**config.mk**
```make
export PLATFORM = sky130hd
export DESIGN_NAME = ysyx_23060061_ifu
export DESIGN_NICKNAME = d
export VERILOG_FILES = /design/src/rtl/ysyx_23060061_ifu.sv
export SDC_FILE = /design/constraint.sdc
export NUM_CORES = 1
export LEC_CHECK = 0
export BUFFER_PORTS_ARGS = -buffer_cell sky130_fd_sc_hd__buf_2
export CORE_MARGIN = 4
export CORE_UTILIZATION = 35
export DETAILED_ROUTE_END_ITERATION = 10
export PLACE_DENSITY = 0.62
export SYNTH_ARGS = -nofsm -noshare
export SYNTH_HDL_FRONTEND = slang
export SYNTH_SLANG_ARGS = --single-unit
```
**constraint.sdc**
```tcl
create_clock -name clk -period 3.3 [get_ports clk]
set_input_delay 0.33 -clock clk [delete_from_list [all_inputs] [get_ports clk]]
set_output_delay 0.33 -clock clk [all_outputs]
set_load 0.01 [all_outputs]
```
**src/rtl/ysyx_23060061_ifu.sv**
```systemverilog
// ysyx_23060061_ifu -- instruction fetch unit for the multi-cycle core.
//
// Holds the PC and issues one word fetch at a time. The fetched word is
// registered and handed to the decoder. The unit then waits for the
// downstream stages to return the next PC before it fetches again.
//
// Parameters:
//   RESET_PC  PC loaded on reset.
//   TIMEOUT   maximum WAIT cycles before a fetch fault (8-bit counter).
//
// Ports:
//   clk, rst_n                        clock / async active-low reset
//   imem_req_valid/ready/addr         fetch request (addr == pc)
//   imem_resp_valid/data/err          one-cycle response strobe
//   inst_valid/ready, inst, inst_pc   instruction handoff to decoder
//   opcode, funct3                    pre-sliced fields of inst
//   npc_valid, npc                    next PC from downstream
//   fetch_fault                       sticky fault (cleared by reset only)
//
// Optional feature: define YSYX_23060061_IFU_ALIGN_CHECK_EN to send a
// misaligned npc (npc[1:0] != 0) to FAULT instead of fetching from it.
module ysyx_23060061_ifu #(
    parameter logic [31:0] RESET_PC = 32'h8000_0000,
    parameter int          TIMEOUT  = 255
) (
    input  logic        clk,
    input  logic        rst_n,
    output logic        imem_req_valid,
    input  logic        imem_req_ready,
    output logic [31:0] imem_req_addr,
    input  logic        imem_resp_valid,
    input  logic [31:0] imem_resp_data,
    input  logic        imem_resp_err,
    output logic        inst_valid,
    input  logic        inst_ready,
    output logic [31:0] inst,
    output logic [31:0] inst_pc,
    output logic [6:0]  opcode,
    output logic [2:0]  funct3,
    input  logic        npc_valid,
    input  logic [31:0] npc,
    output logic        fetch_fault
);

    typedef enum logic [2:0] {
        IDLE,
        FETCH,
        WAIT,
        ISSUE,
        EXEC,
        FAULT
    } state_t;

    // Counter value on the edge that completes the TIMEOUT-th WAIT cycle.
    localparam logic [7:0] CNT_LAST = 8'(TIMEOUT - 1);

    state_t      state, stateNext;
    logic [31:0] pc;
    logic [31:0] instQ;
    logic [31:0] instPcQ;
    logic [7:0]  waitCnt;
    logic        npcBad;

`ifdef YSYX_23060061_IFU_ALIGN_CHECK_EN
    assign npcBad = |npc[1:0];
`else
    assign npcBad = 1'b0;
`endif

    // Next-state logic. In WAIT a response beats the timeout on the same edge,
    // and an error response beats a good one.
    always_comb begin
        stateNext = state;
        case (state)
            IDLE:  stateNext = FETCH;
            FETCH: if (imem_req_ready) stateNext = WAIT;
            WAIT: begin
                if (imem_resp_valid)
                    stateNext = imem_resp_err ? FAULT : ISSUE;
                else if (waitCnt == CNT_LAST)
                    stateNext = FAULT;
            end
            ISSUE: if (inst_ready) stateNext = EXEC;
            EXEC:  if (npc_valid) stateNext = npcBad ? FAULT : FETCH;
            FAULT: stateNext = FAULT;
            default: stateNext = IDLE;
        endcase
    end

    always_ff @(posedge clk or negedge rst_n) begin
        if (!rst_n) begin
            state   <= IDLE;
            pc      <= RESET_PC;
            instQ   <= '0;
            instPcQ <= RESET_PC;
            waitCnt <= '0;
        end else begin
            state <= stateNext;

            if (state == FETCH && imem_req_ready)
                waitCnt <= '0;
            else if (state == WAIT)
                waitCnt <= waitCnt + 8'd1;

            if (state == WAIT && imem_resp_valid && !imem_resp_err) begin
                instQ   <= imem_resp_data;
                instPcQ <= pc;
            end

            if (state == EXEC && npc_valid && !npcBad)
                pc <= npc;
        end
    end

    // Moore outputs.
    assign imem_req_valid = (state == FETCH);
    assign imem_req_addr  = pc;
    assign inst_valid     = (state == ISSUE);
    assign fetch_fault    = (state == FAULT);
    assign inst           = instQ;
    assign inst_pc        = instPcQ;
    assign opcode         = instQ[6:0];
    assign funct3         = instQ[14:12];

endmodule

```
Word-level counts from Yosys, hierarchy flattened
Cells that the tools add are included.
{"block": "word_totals", "output_inout_bits": 109, "input_bits": 71, "register_bits": 107, "wordCells": 33}
{"block": "op_classes", "n_eq_ne": 10, "n_reduce_logical": 8, "muxes": 9, "addsub": 1}
{"op": "3-bit two-way mux", "n": 6}
{"op": "3-bit one-hot mux with 6 select lines", "n": 1}
{"op": "8-bit two-way mux", "n": 2}
{"op": "8-bit by 1-bit adder with 8-bit output, second input constant", "n": 1}
{"op": "8-bit equality test, second input constant", "n": 1}
{"op": "3-bit by 2-bit equality test with 1-bit output, second input constant", "n": 2}
{"op": "3-bit equality test, second input constant", "n": 2}
{"op": "1-bit logical AND", "n": 4}
{"op": "2-bit by 1-bit inequality test with 1-bit output, second input constant", "n": 2}
{"op": "4-bit AND reduction", "n": 1}
{"op": "3-bit by 1-bit equality test with 1-bit output, second input constant", "n": 1}
{"op": "3-bit zero test", "n": 1}
{"op": "3-bit inequality test, second input constant", "n": 1}
{"op": "2-bit inequality test, second input constant", "n": 1}
{"op": "2-bit nonzero test", "n": 1}
{"op": "1-bit zero test", "n": 1}

Logic depth before layout (Yosys ltp)
{"block": "logic_depth", "ltp_word": 4, "mapped_depth": 6, "ltp_nobuf": 6}

Worst setup path before layout
OpenSTA, ideal clock, no wires.
{"block": "synth_timing", "path_type": "flip-flop to flip-flop", "from": "reg state[0]", "to": "reg instQ[0], in the netlist inst[0]", "stages_incl_launch_ff": 7, "path_slack_ps": 1627, "required_ps": 3175, "setup_ps": 125, "period_less_slack_ps": 1673, "path_buffers": 3, "arrival_time_ps": 1548, "cell_sequence": "dfrtp_1 -> buf_6 -> nor3b_4 -> nand3b_2 -> buf_6 -> buf_12 -> mux2_4"}
{"block": "synth_via", "elab_chain_len": 3}
{"element": "start: declaration", "line": "57", "rtl": "state_t state, stateNext;"}
{"element": "start signal: assignment", "line": "98", "rtl": "state <= stateNext;"}
{"element": "3-bit by 2-bit equality test with 1-bit output", "line": "105", "rtl": "if (state == WAIT && imem_resp_valid && !imem_resp_err) begin"}
{"element": "1-bit logical AND (2 in series)", "line": "105"}
{"element": "end signal: assignment", "line": "106", "rtl": "instQ <= imem_resp_data;"}
{"element": "end: declaration", "line": "59", "rtl": "logic [31:0] instQ;"}
No other way between the ends.
A chain may end at the register's enable or synchronous reset.

Final worst setup path
{"block": "layout_timing", "from": "reg state[0]", "to": "reg instPcQ[4], in the netlist inst_pc[4]"}
{"block": "layout_via", "elab_chain_len": 3}
{"element": "3-bit by 2-bit equality test with 1-bit output", "line": "105"}
{"element": "1-bit logical AND (2 in series)", "line": "105"}
{"element": "end signal: assignment", "line": "107", "rtl": "instPcQ <= pc;"}
{"element": "end: declaration", "line": "60", "rtl": "logic [31:0] instPcQ;"}
No other way between the ends.

==> impl_metrics.yaml <==
yosys:
  post_synth_fa_ha_maj_area_fraction_pct: 0.542
  yosys_register_bits: 107
  netlist_instances: 284
  yosysWarningCount: 0
  synth-compound-area-share_pct: 1.38
  synthMuxAreaShare_pct: 28.3
  syn_area_per_cell_um2: 16.3
  synth_cell_type_count: 35
  synth_area_mm2: 0.00462
  seq_area_frac_synth_pct: 58.0
  synth_nets: 357
  synth_top_family_by_area: "multiplexers"
  synthXorXnorAreaFrac_pct: 1.14
  synth-simple-area-share_pct: 4.93
place:
  detailed_place_hpwl_um: 6920
  place_ws_ps: 1080
  placed_cells: 612
  gpl.final_weighted_congestion: 0.803
  buffer_ports.inserted: 179
global_route:
  grt_antenna_before_repair: 0
  total_congestion_overflow: 0
  track_usage_pct: 13.0
  wire_length_of_the_first_global_routing_pass_um: 15300
  pin_count_of_the_biggest_net_entering_global_routing: 60
  grt_pass1_vias: 2955
worst_setup_path:
  cp-start-kind: "flop"
  path_class: "flop to flop"
  worstPathBufferInverterCount: 1
  endpoint_kind: "flop"
  worst_ep_arrival_time_ps: 2470
  critPathSlowestCell: "dfrtp_1"
  cp_slowest_stage_delay_ps: 510
  timing.critical_path.max_delay_family: "simple AND/OR/NAND/NOR gates"
  worstPathMaxFanout: 47
  required_worst_endpoint_ps: 3520
  cp_cell_sequence: "nor3b_4 -> nand3b_4 -> buf_12 -> mux2_4"
routing:
  drt-pass1-iter-count: 4
  drc: 0
  postRouteAntennaNets: 0
  drtIter0Drc: 141
  vias_per_cell: 4.50
  route.detailed.wl_per_inst_um: 15.5
  vias: 2826
  routed_wirelength_um: 9730
min_path:
  worst_hold_path_type: "input port to async pin"
final_layout:
  mostFrequentLayoutCell: "buf_2"
  final-instance-count-excl-fill: 628
  antenna_cells_inserted: 0
  nNetsFinal: 524
  most-common-layout-cells: "buf_2 (178), dfrtp_1 (105), mux2_4 (60)"
  areaGrowthSynthToFinish_pct: 25.6
  layout-drive-gt1-share_pct: 65.4
  n_fill_cell: 1143
power_and_ir_drop:
  power_density_mw_per_mm2: 895
  power.total_mw: 5.19
  vdd_drop_max_v: 0.000307
  p_leak_nw: 3.20
floorplanning:
  die_h_um: 123
  floorplan.io_pins: 180
  die_width_um: 123
  placeableCoreArea_mm2: 0.0128
  start_util_pct: 36.2
  die-area_mm2: 0.0151
  rows: 41
cts:
  cts_repair_resize_count: 0
  clock_tree.buffer_depth: 2
  tritoncts: "built"
  clock_buffers_created_by_tritoncts: 9
  cts_root_buf: "clkbuf_16"
  tritoncts_num_sinks: 107
  cts-hold-fix-buffers: 0
  worst_skew_pair.late_latency_ps: 340
  clk_pin_slew_worst_paths_ps: 70
  post_cts_buffers: 0
  htree_levels: 3
outcome:
  result_of_the_run: "complete, no violations"
sta:
  finalWorstPathRequiredPeriod_ps: 2240
  timing.final.ws_setup_ps: 1060
  skew_ps: 6.73
  timing_max_transition_violations_final: 0
  final.period_utilization_pct: 68.0
  worst-slew-pin-transition_ps: 949
  final_setup_viols: 0
  holdWs_ps: 3.36
  report.final.hold_viol_count: 0
  grt_setup_unrepaired: "no"
  maxSlewHeadroom_pct: 36.7
  totalNegativeSetupSlack_ps: 0
  maxClockFrequency_mhz: 446
flow_run:
  max-cap-violations: 0
## cells in the mapped netlist (all sizes together)
cell       n  area, µm²
o2111ai    1       8.76
o211ai     1       7.51
and2b      1       7.51
clkbuf     2       7.51
and3b      1       10.0
buf       23        249
nand2      6       22.5
o21ai      1       5.00
mux2      96       1310
and3       2       12.5
ha         2       25.0
dfrtp    105       2630
inv        2       7.51
o311ai     1       8.76
dfstp      2       52.6
xor2       6       52.6
nand4      5       31.3
and4bb     1       12.5
nor3b      2       26.3
nand3b     3       26.3
nand2b     2       12.5
a211o      1       8.76
a221oi     2       17.5
and2       2       12.5
nand3      2       10.0
nor2      10       37.5
nor2b      1       6.26
a21o       1       7.51
## report_power, final
part	internal, mW	switching (mW)
sequential	1.87	0.383
clock	0.531	0.476
combinational	1.10	0.832
## metrics by stage
step / instance area, µm² / utilization, %
floorplan: 4620 / -
global route: 5800 / 45.4
finish: 5800 / 45.4
CTS: 5800 / 45.4
global placement: 5530 / 43.3
detailed placement: 5530 / 43.3
## state kept, by name (all words and copies together) (netlist names)
name and flops:
waitCnt 8, state 3, imem_req_addr 32, inst_pc 32, inst 32
## cells by family after synthesis
logic type | Yosys count
buf+inv | 27
flops | 107
xor+xnor | 6
mux | 96
compound gates | 8
fa+ha+maj | 2
simple gates | 38
## metal layers
| metal | share of wire, % | wire [µm] | GRT usage, % | up-vias |
|---|---|---|---|---|
| li1 | - | - | - | 1316 |
| met1 | 43 | 4140 | 17.3 | 1373 |
| met2 | 45 | 4410 | 20.0 | 125 |
| met3 | 10 | 1010 | 3.50 | 12 |
| met4 | 1.8 | 174 | 5.88 | 0 |
| met5 | 0 | 0 | 0 | - |
## path summary, 6_finish.rpt
check                      slack (ps)  startpoint  cells after the start           endpoint
setup / recovery                 1060    state[0]                      4         inst_pc[4]
hold / removal                      3       rst_n                      1           inst[28]
max in group asynchronous        2530       rst_n                      2           inst[31]
hold reg to reg                   500  inst_pc[1]                      1         inst_pc[1]
min in group clk                  210     npc[10]                      2  imem_req_addr[10]
setup reg to reg                 1060    state[0]                      4         inst_pc[4]
## area by class of cell
type,count,area [µm²],share of cell area (%)
clock buffers,10,239,4.12
clock inverters,6,38.8,0.668
inverters,2,7.51,0.129
multi-input cells,150,1680,29.0
flip-flops and latches,107,2680,46.2
well taps,172,215,3.71
repair buffers,181,938,16.2
Power figures use the tool's default switching activity.
